$ cat src/rtl/seq_multiplier_32bit.sv
// Unsigned shift-add multiplier controller around an external full_adder_32bit.
// Define SEQ_MUL_EARLY_EXIT_EN to finish as soon as the remaining multiplier bits are all zero.
module seq_multiplier_32bit #(
    parameter int WIDTH = 32
) (
    input  logic                 clk,
    input  logic                 rst,
    input  logic                 start,
    input  logic [WIDTH-1:0]     A,
    input  logic [WIDTH-1:0]     B,
    output logic [WIDTH-1:0]     add_a,
    output logic [WIDTH-1:0]     add_b,
    input  logic [WIDTH-1:0]     add_sum,
    input  logic                 add_cout,
    output logic [2*WIDTH-1:0]   product,
    output logic                 busy,
    output logic                 done
);

    localparam int CW = $clog2(WIDTH) + 1;

    typedef enum logic [1:0] {
        S_IDLE = 2'd0,
        S_RUN  = 2'd1,
        S_DONE = 2'd2
    } state_t;

    state_t               state_q, state_d;
    logic [WIDTH-1:0]     mcand_q, mcand_d;
    logic [WIDTH-1:0]     mplier_q, mplier_d;
    logic [WIDTH-1:0]     acc_hi_q, acc_hi_d;
    logic [WIDTH-1:0]     prod_lo_q, prod_lo_d;
    logic [CW-1:0]        cnt_q, cnt_d;
    logic [2*WIDTH-1:0]   product_q, product_d;

    logic accept;
    logic early;
    logic iterate;
    logic last_iter;

    assign accept = start && ((state_q == S_IDLE) || (state_q == S_DONE));

`ifdef SEQ_MUL_EARLY_EXIT_EN
    // Remaining adds would all be +0, so the rest is just a right shift.
    assign early = (state_q == S_RUN) && (mplier_q == '0);
`else
    assign early = 1'b0;
`endif

    assign iterate   = (state_q == S_RUN) && !early && (cnt_q != '0);
    assign last_iter = iterate && (cnt_q == CW'(1));

    assign add_a = acc_hi_q;
    assign add_b = mplier_q[0] ? mcand_q : '0;

    // State register
    always_ff @(posedge clk or posedge rst) begin
        if (rst) begin
            state_q <= S_IDLE;
        end else begin
            state_q <= state_d;
        end
    end

    // Next-state logic
    always_comb begin
        state_d = state_q;
        case (state_q)
            S_IDLE: begin
                if (start) state_d = S_RUN;
            end
            S_RUN: begin
                if (last_iter || early || (cnt_q == '0)) state_d = S_DONE;
            end
            S_DONE: begin
                state_d = start ? S_RUN : S_IDLE;
            end
            default: state_d = S_IDLE;
        endcase
    end

    // Output decode from registered state
    always_comb begin
        busy = 1'b0;
        done = 1'b0;
        case (state_q)
            S_RUN:   busy = 1'b1;
            S_DONE:  done = 1'b1;
            default: begin
                busy = 1'b0;
                done = 1'b0;
            end
        endcase
    end

    // Datapath next-state
    always_comb begin
        mcand_d   = mcand_q;
        mplier_d  = mplier_q;
        acc_hi_d  = acc_hi_q;
        prod_lo_d = prod_lo_q;
        cnt_d     = cnt_q;
        product_d = product_q;
        if (accept) begin
            mcand_d   = A;
            mplier_d  = B;
            prod_lo_d = B;
            acc_hi_d  = '0;
            cnt_d     = CW'(WIDTH);
        end else if (iterate) begin
            // Carry-out of every add lands in the top accumulator bit.
            acc_hi_d  = {add_cout, add_sum[WIDTH-1:1]};
            prod_lo_d = {add_sum[0], prod_lo_q[WIDTH-1:1]};
            mplier_d  = mplier_q >> 1;
            cnt_d     = cnt_q - CW'(1);
            if (cnt_q == CW'(1)) begin
                product_d = {add_cout, add_sum, prod_lo_q[WIDTH-1:1]};
            end
        end
`ifdef SEQ_MUL_EARLY_EXIT_EN
        else if (early) begin
            product_d = {acc_hi_q, prod_lo_q} >> cnt_q;
        end
`endif
    end

    always_ff @(posedge clk or posedge rst) begin
        if (rst) begin
            mcand_q   <= '0;
            mplier_q  <= '0;
            acc_hi_q  <= '0;
            prod_lo_q <= '0;
            cnt_q     <= '0;
            product_q <= '0;
        end else begin
            mcand_q   <= mcand_d;
            mplier_q  <= mplier_d;
            acc_hi_q  <= acc_hi_d;
            prod_lo_q <= prod_lo_d;
            cnt_q     <= cnt_d;
            product_q <= product_d;
        end
    end

    assign product = product_q;

endmodule

$ cat config.mk
export PLATFORM = sky130hd
export DESIGN_NAME = seq_multiplier_32bit
export DESIGN_NICKNAME = d
export VERILOG_FILES = /design/src/rtl/seq_multiplier_32bit.sv
export SDC_FILE = /design/constraint.sdc
export NUM_CORES = 1
export LEC_CHECK = 0
export BUFFER_PORTS_ARGS = -buffer_cell sky130_fd_sc_hd__buf_2
export CAP_MARGIN = 20
export CORE_MARGIN = 2
export CORE_UTILIZATION = 53
export CTS_CLUSTER_DIAMETER = 100
export DETAILED_ROUTE_END_ITERATION = 7
export PLACE_DENSITY = 0.8
export SLEW_MARGIN = 10
export SYNTH_ARGS = -nofsm -noshare
export SYNTH_HDL_FRONTEND = slang
export SYNTH_SLANG_ARGS = --single-unit
$ cat constraint.sdc
create_clock -name clk -period 9.5 [get_ports clk]
set_clock_uncertainty 0.2 [all_clocks]
set_input_delay 1.425 -clock clk [delete_from_list [all_inputs] [get_ports clk]]
set_output_delay 1.425 -clock clk [all_outputs]
set_load 0.02 [all_outputs]
# After elaboration in Yosys (flattened, before gate mapping)
# Cells that the tools add are included.
# Widths: inputs -> output; s select.
# op_classes
n_lt_le_gt_ge,0
bitwise_logic,1
multipliers,0
n_shift,0
reduce_logical,11
n_eq_ne,5
n_div,0
n_mux,15
n_addsub,1
# op_table
cell,count
$mux 32,7
$mux 6,2
$eq 6x1->1 const B,1
$logic_not 6->1,1
$pmux 2 s3,1
$reduce_bool 6->1,1
$sub 6x1->6 const B,1
$mux 2,2
$logic_and 1x1->1,3
$mux 1,3
$reduce_and 3->1,1
$eq 2x1->1 const B,1
$eq 2x2->1 const B,1
$logic_not 2->1,1
$logic_or 1x1->1,2
$ne 2x1->1 const B,1
$ne 2x2->1 const B,1
$reduce_and 2->1,1
$reduce_bool 2->1,1
$not 1->1,1
# word_totals
mem_bits_ro,0
mem_bits_rw,0
reg_bits,200
memories,0
latch_bits,0
output_inout_bits,130

# Longest topological paths before layout
# logic_depth
word_depth,6
depth_mapped,8
depth_no_buf,5

# Least setup slack after synthesis
# Ideal clock, no wire load.
# synth_path
path_type,reg2out
start,register state_q[1]
end,output busy
path_buffers,2
setup_slack_ns,6.459
arrival_time_ns,1.416
stages_incl_launch_ff,5
required_ns,7.875
cell_sequence,dfrtp_1 > nand2b_1 > inv_2 > clkbuf_1 > clkbuf_1
# synth_via
elab_chain_len,2
# synth_lines
item,line,source
from (decl),28,"state_t state_q, state_d;"
from (signal assigned),61,state_q <= state_d;
$eq 2x1->1,86,case (state_q)
$mux 1,86,
to (decl),16,"output logic busy,"
# No other way between the ends.

# Worst setup path after layout
# layout_path
start,register state_q[0]
end,output busy
# The elaborated chain is that of the path after synthesis.

==> flow_summary.yaml <==
clocking:
  cts.sinks: 199
  post-cts-setup-buffers: 0
  clk_path_buf_depth: 2
  clock_latency_ps: 430
  ctsResizeCount: 0
  cts_max_level: 4
  tritoncts.num_buffers: 17
  clk_pin_slew_ps: 70
  tritoncts: "built"
  cts_root_buf: "clkbuf_16"
  cts.hold.buffers_added: 0
logic_synthesis:
  synth_cells: 762
  ys.flop_type: "dfrtp_1"
  yosys_register_bits: 199
  yosys_warnings: 0
  synth_cell_type_count: 35
  yosysSeqAreaShare_pct: 56.22
  synth_edf_count: 0
  avgSynthCellArea_um2: 11.62
  async_reset_ff_share_pct: 100.0
  synth_nets: 865
  synthesis.area_mm2: 0.008857
power:
  pwr-share-seq_pct: 50.9
  power_leakage_nw: 5.702
  switching_share_pct: 23.06
  p_int_mw: 1.346
  p_sw_uw: 403.4
  power_density_mw_per_mm2: 163.6
  p_clk_share_pct: 42.8
  share_comb_of_total_power_pct: 6.2
  peakVddDrop_mv: 0.1146
setup_path:
  crit_required_ps: 7880
  critical_path_arrival_ps: 2590
  cp-start-kind: "register"
  crit_type: "reg2out"
  cp_max_fo: 53
  cp-end-kind: "output port"
final_layout:
  final_nets: 1051
  final-seq-area_mm2: 0.004980
  diodes: 0
  area_delta_synth_final_pct: 20.74
  nFillCells: 1322
  final_cells: 1181
  multiInputGateArea_mm2: 0.003561
  drive_gt1_share_pct: 35.80
sta:
  min_period_ps: 4211
  worst_pin_slew_ps: 1101
  finalCritPeriodShare_pct: 44.33
  grt_setup_unrepaired: "false"
  relSlewSlack_pct: 26.59
  fmax_ghz: 0.2375
  finalHoldViolations: 0
  fin_setup_tns_ps: 0
  slew_violations: 0
  setup_viol: 0
global_route:
  antenna_found_initial: 0
  grt_max_degree: 119
  grt_overflow: 0
  track_usage_pct: 23.83
  grt_pass1_vias: 6770
  grt_pass1_wl_um: 34270
drt:
  post_drt_wl_per_cell_um: 17.55
  viasPerCell: 5.738
  drt.antenna.violating_nets: 0
  drc: 0
  wl_um: 20730
  vias: 6776
  first_iter_violations: 485
  firstDrtPassIters: 5
hold_path:
  hold_path_class: "reg2reg"
placement:
  portBuffers: 229
  place_congestion: 0.7775
  placedCellCount: 1148
  dpl.hpwl_um: 12830
run_status:
  status: "completed"
floorplan:
  die_area_mm2: 0.01776
  io_pins: 230
  core_mm2: 0.01647
  start_util_pct: 53.79
  die_y_um: 133.3
  fp-row-count: 47
  die_width_um: 133.3
job:
  drv_cap: 0
-- power groups by stage --
| stage | logic, mW | clock network (mW) | registers, mW |
|---|---|---|---|
| 2_1_floorplan | 0.0426 | 0 | 0.921 |
| 5_1_grt | 0.122 | 0.799 | 0.894 |
| 6_report | 0.109 | 0.750 | 0.891 |
| 3_5_place_dp | 0.109 | 0 | 0.906 |
| 3_3_place_gp | 0.107 | 0 | 0.906 |
| 4_1_cts | 0.110 | 0.764 | 0.891 |
-- final timing paths --
kind	from	endpoint	slack [ps]	cells after the start
worst max register to register	state_q[0]	product[56]	5890	6
min in group asynchronous	rst	product[52]	960	2
max in group asynchronous	rst	add_a[20]	6840	4
worst min-delay path	mcand_q[18]	mcand_q[18]	270	2
worst min register to register	mcand_q[18]	mcand_q[18]	270	2
worst max-delay path	state_q[0]	busy	5290	4
-- sequential cells by signal, indices dropped and copies added, names as in the netlist --
register	count
cnt_q	6
prod_lo_q	31
mcand_q	32
add_a	32
product	64
mplier_q	32
state_q	2
-- layer usage --
layer / vias to the layer above / GRT usage, % / routed length, um
met5: - / 0 / 0
met4: 0 / 8.452 / 419
met3: 36 / 5.175 / 1251
met2: 228 / 38.49 / 10190
met1: 3380 / 32.12 / 8870
li1: 3132 / - / -
-- synthesized netlist by cell type, types with 2 or more instances --
library cell / number / area share, %
a2bb2oi_1: 2 / 0.20
a311o_1: 59 / 6.7
a31oi_1: 2 / 0.14
and2_1: 63 / 4.4
buf_1: 7 / 0.30
buf_2: 11 / 0.62
buf_6: 6 / 0.76
clkbuf_1: 47 / 2.0
dfrtp_1: 199 / 56
ha_1: 3 / 0.42
inv_1: 4 / 0.17
inv_2: 2 / 0.085
mux2_2: 64 / 8.1
mux2i_1: 5 / 0.57
nand2_1: 136 / 5.8
nand2b_1: 2 / 0.14
nor2_1: 4 / 0.17
nor2b_1: 2 / 0.14
o211a_1: 59 / 6.7
o211ai_1: 37 / 3.1
o21ai_0: 34 / 1.9
-- worst max-delay path, stage by stage (launching register included) --
cell,delay [ps]
dfrtp_1,440
nand2b_1,250
clkinv_2,650
buf_4,550
buf_2,240
-- per-stage QoR --
stage                     cell area, um2  worst slack (ps)  power [mW]  utilization [%]  hold slack, ps
final                              10690              5289       1.750            64.95           269.1
after global routing               10690              5122       1.815            64.95           292.1
after CTS                          10670              5275       1.764            64.78           271.3
after detailed placement           10050              5745       1.016            61.06           254.4
after global placement             10050              5775       1.012            61.06           249.8
after floorplan                     8857              2449      0.9641                -           238.0
-- placed cells by master, fill, tap and decap left out, drive strengths merged, types with 2 or more instances in the layout --
cell | Yosys | routed
dfrtp | 199 | 199
bufinv | 0 | 3
clkinv | 0 | 8
nor2 | 4 | 4
buf | 24 | 238
clkbuf | 47 | 19
inv | 6 | 7
mux2 | 64 | 64
o21ai | 35 | 35
a2bb2oi | 2 | 2
a31oi | 2 | 2
nand2 | 136 | 136
o211a | 59 | 59
mux2i | 5 | 5
nor2b | 2 | 2
a311o | 59 | 59
nand2b | 2 | 2
and2 | 63 | 63
ha | 3 | 3
o211ai | 37 | 37
-- area by class of cell --
| cell class | instances | area share [%] |
|---|---|---|
| inverter | 6 | 0.3042 |
| clock inverter | 13 | 1.580 |
| clock buffer | 19 | 4.142 |
| timing repair buffer | 238 | 11.54 |
| tap | 220 | 2.574 |
| multi-input combinational | 486 | 33.30 |
| sequential | 199 | 46.57 |
-- kinds of logic (layout without fill, tap and decap cells) --
logic type               count (synthesis)  count (layout)  synth area share [%]
AND/OR/NAND/NOR                        215             215                 11.39
AO/OA/AOI/OAI                          199             199                 19.34
flip-flops                             199             199                 56.22
buffers and inverters                   77             276                 3.927
multiplexers                            69              69                 8.702
adder cells (fa/ha/maj)                  3               3                0.4238
(Power assumes the default switching activity.)
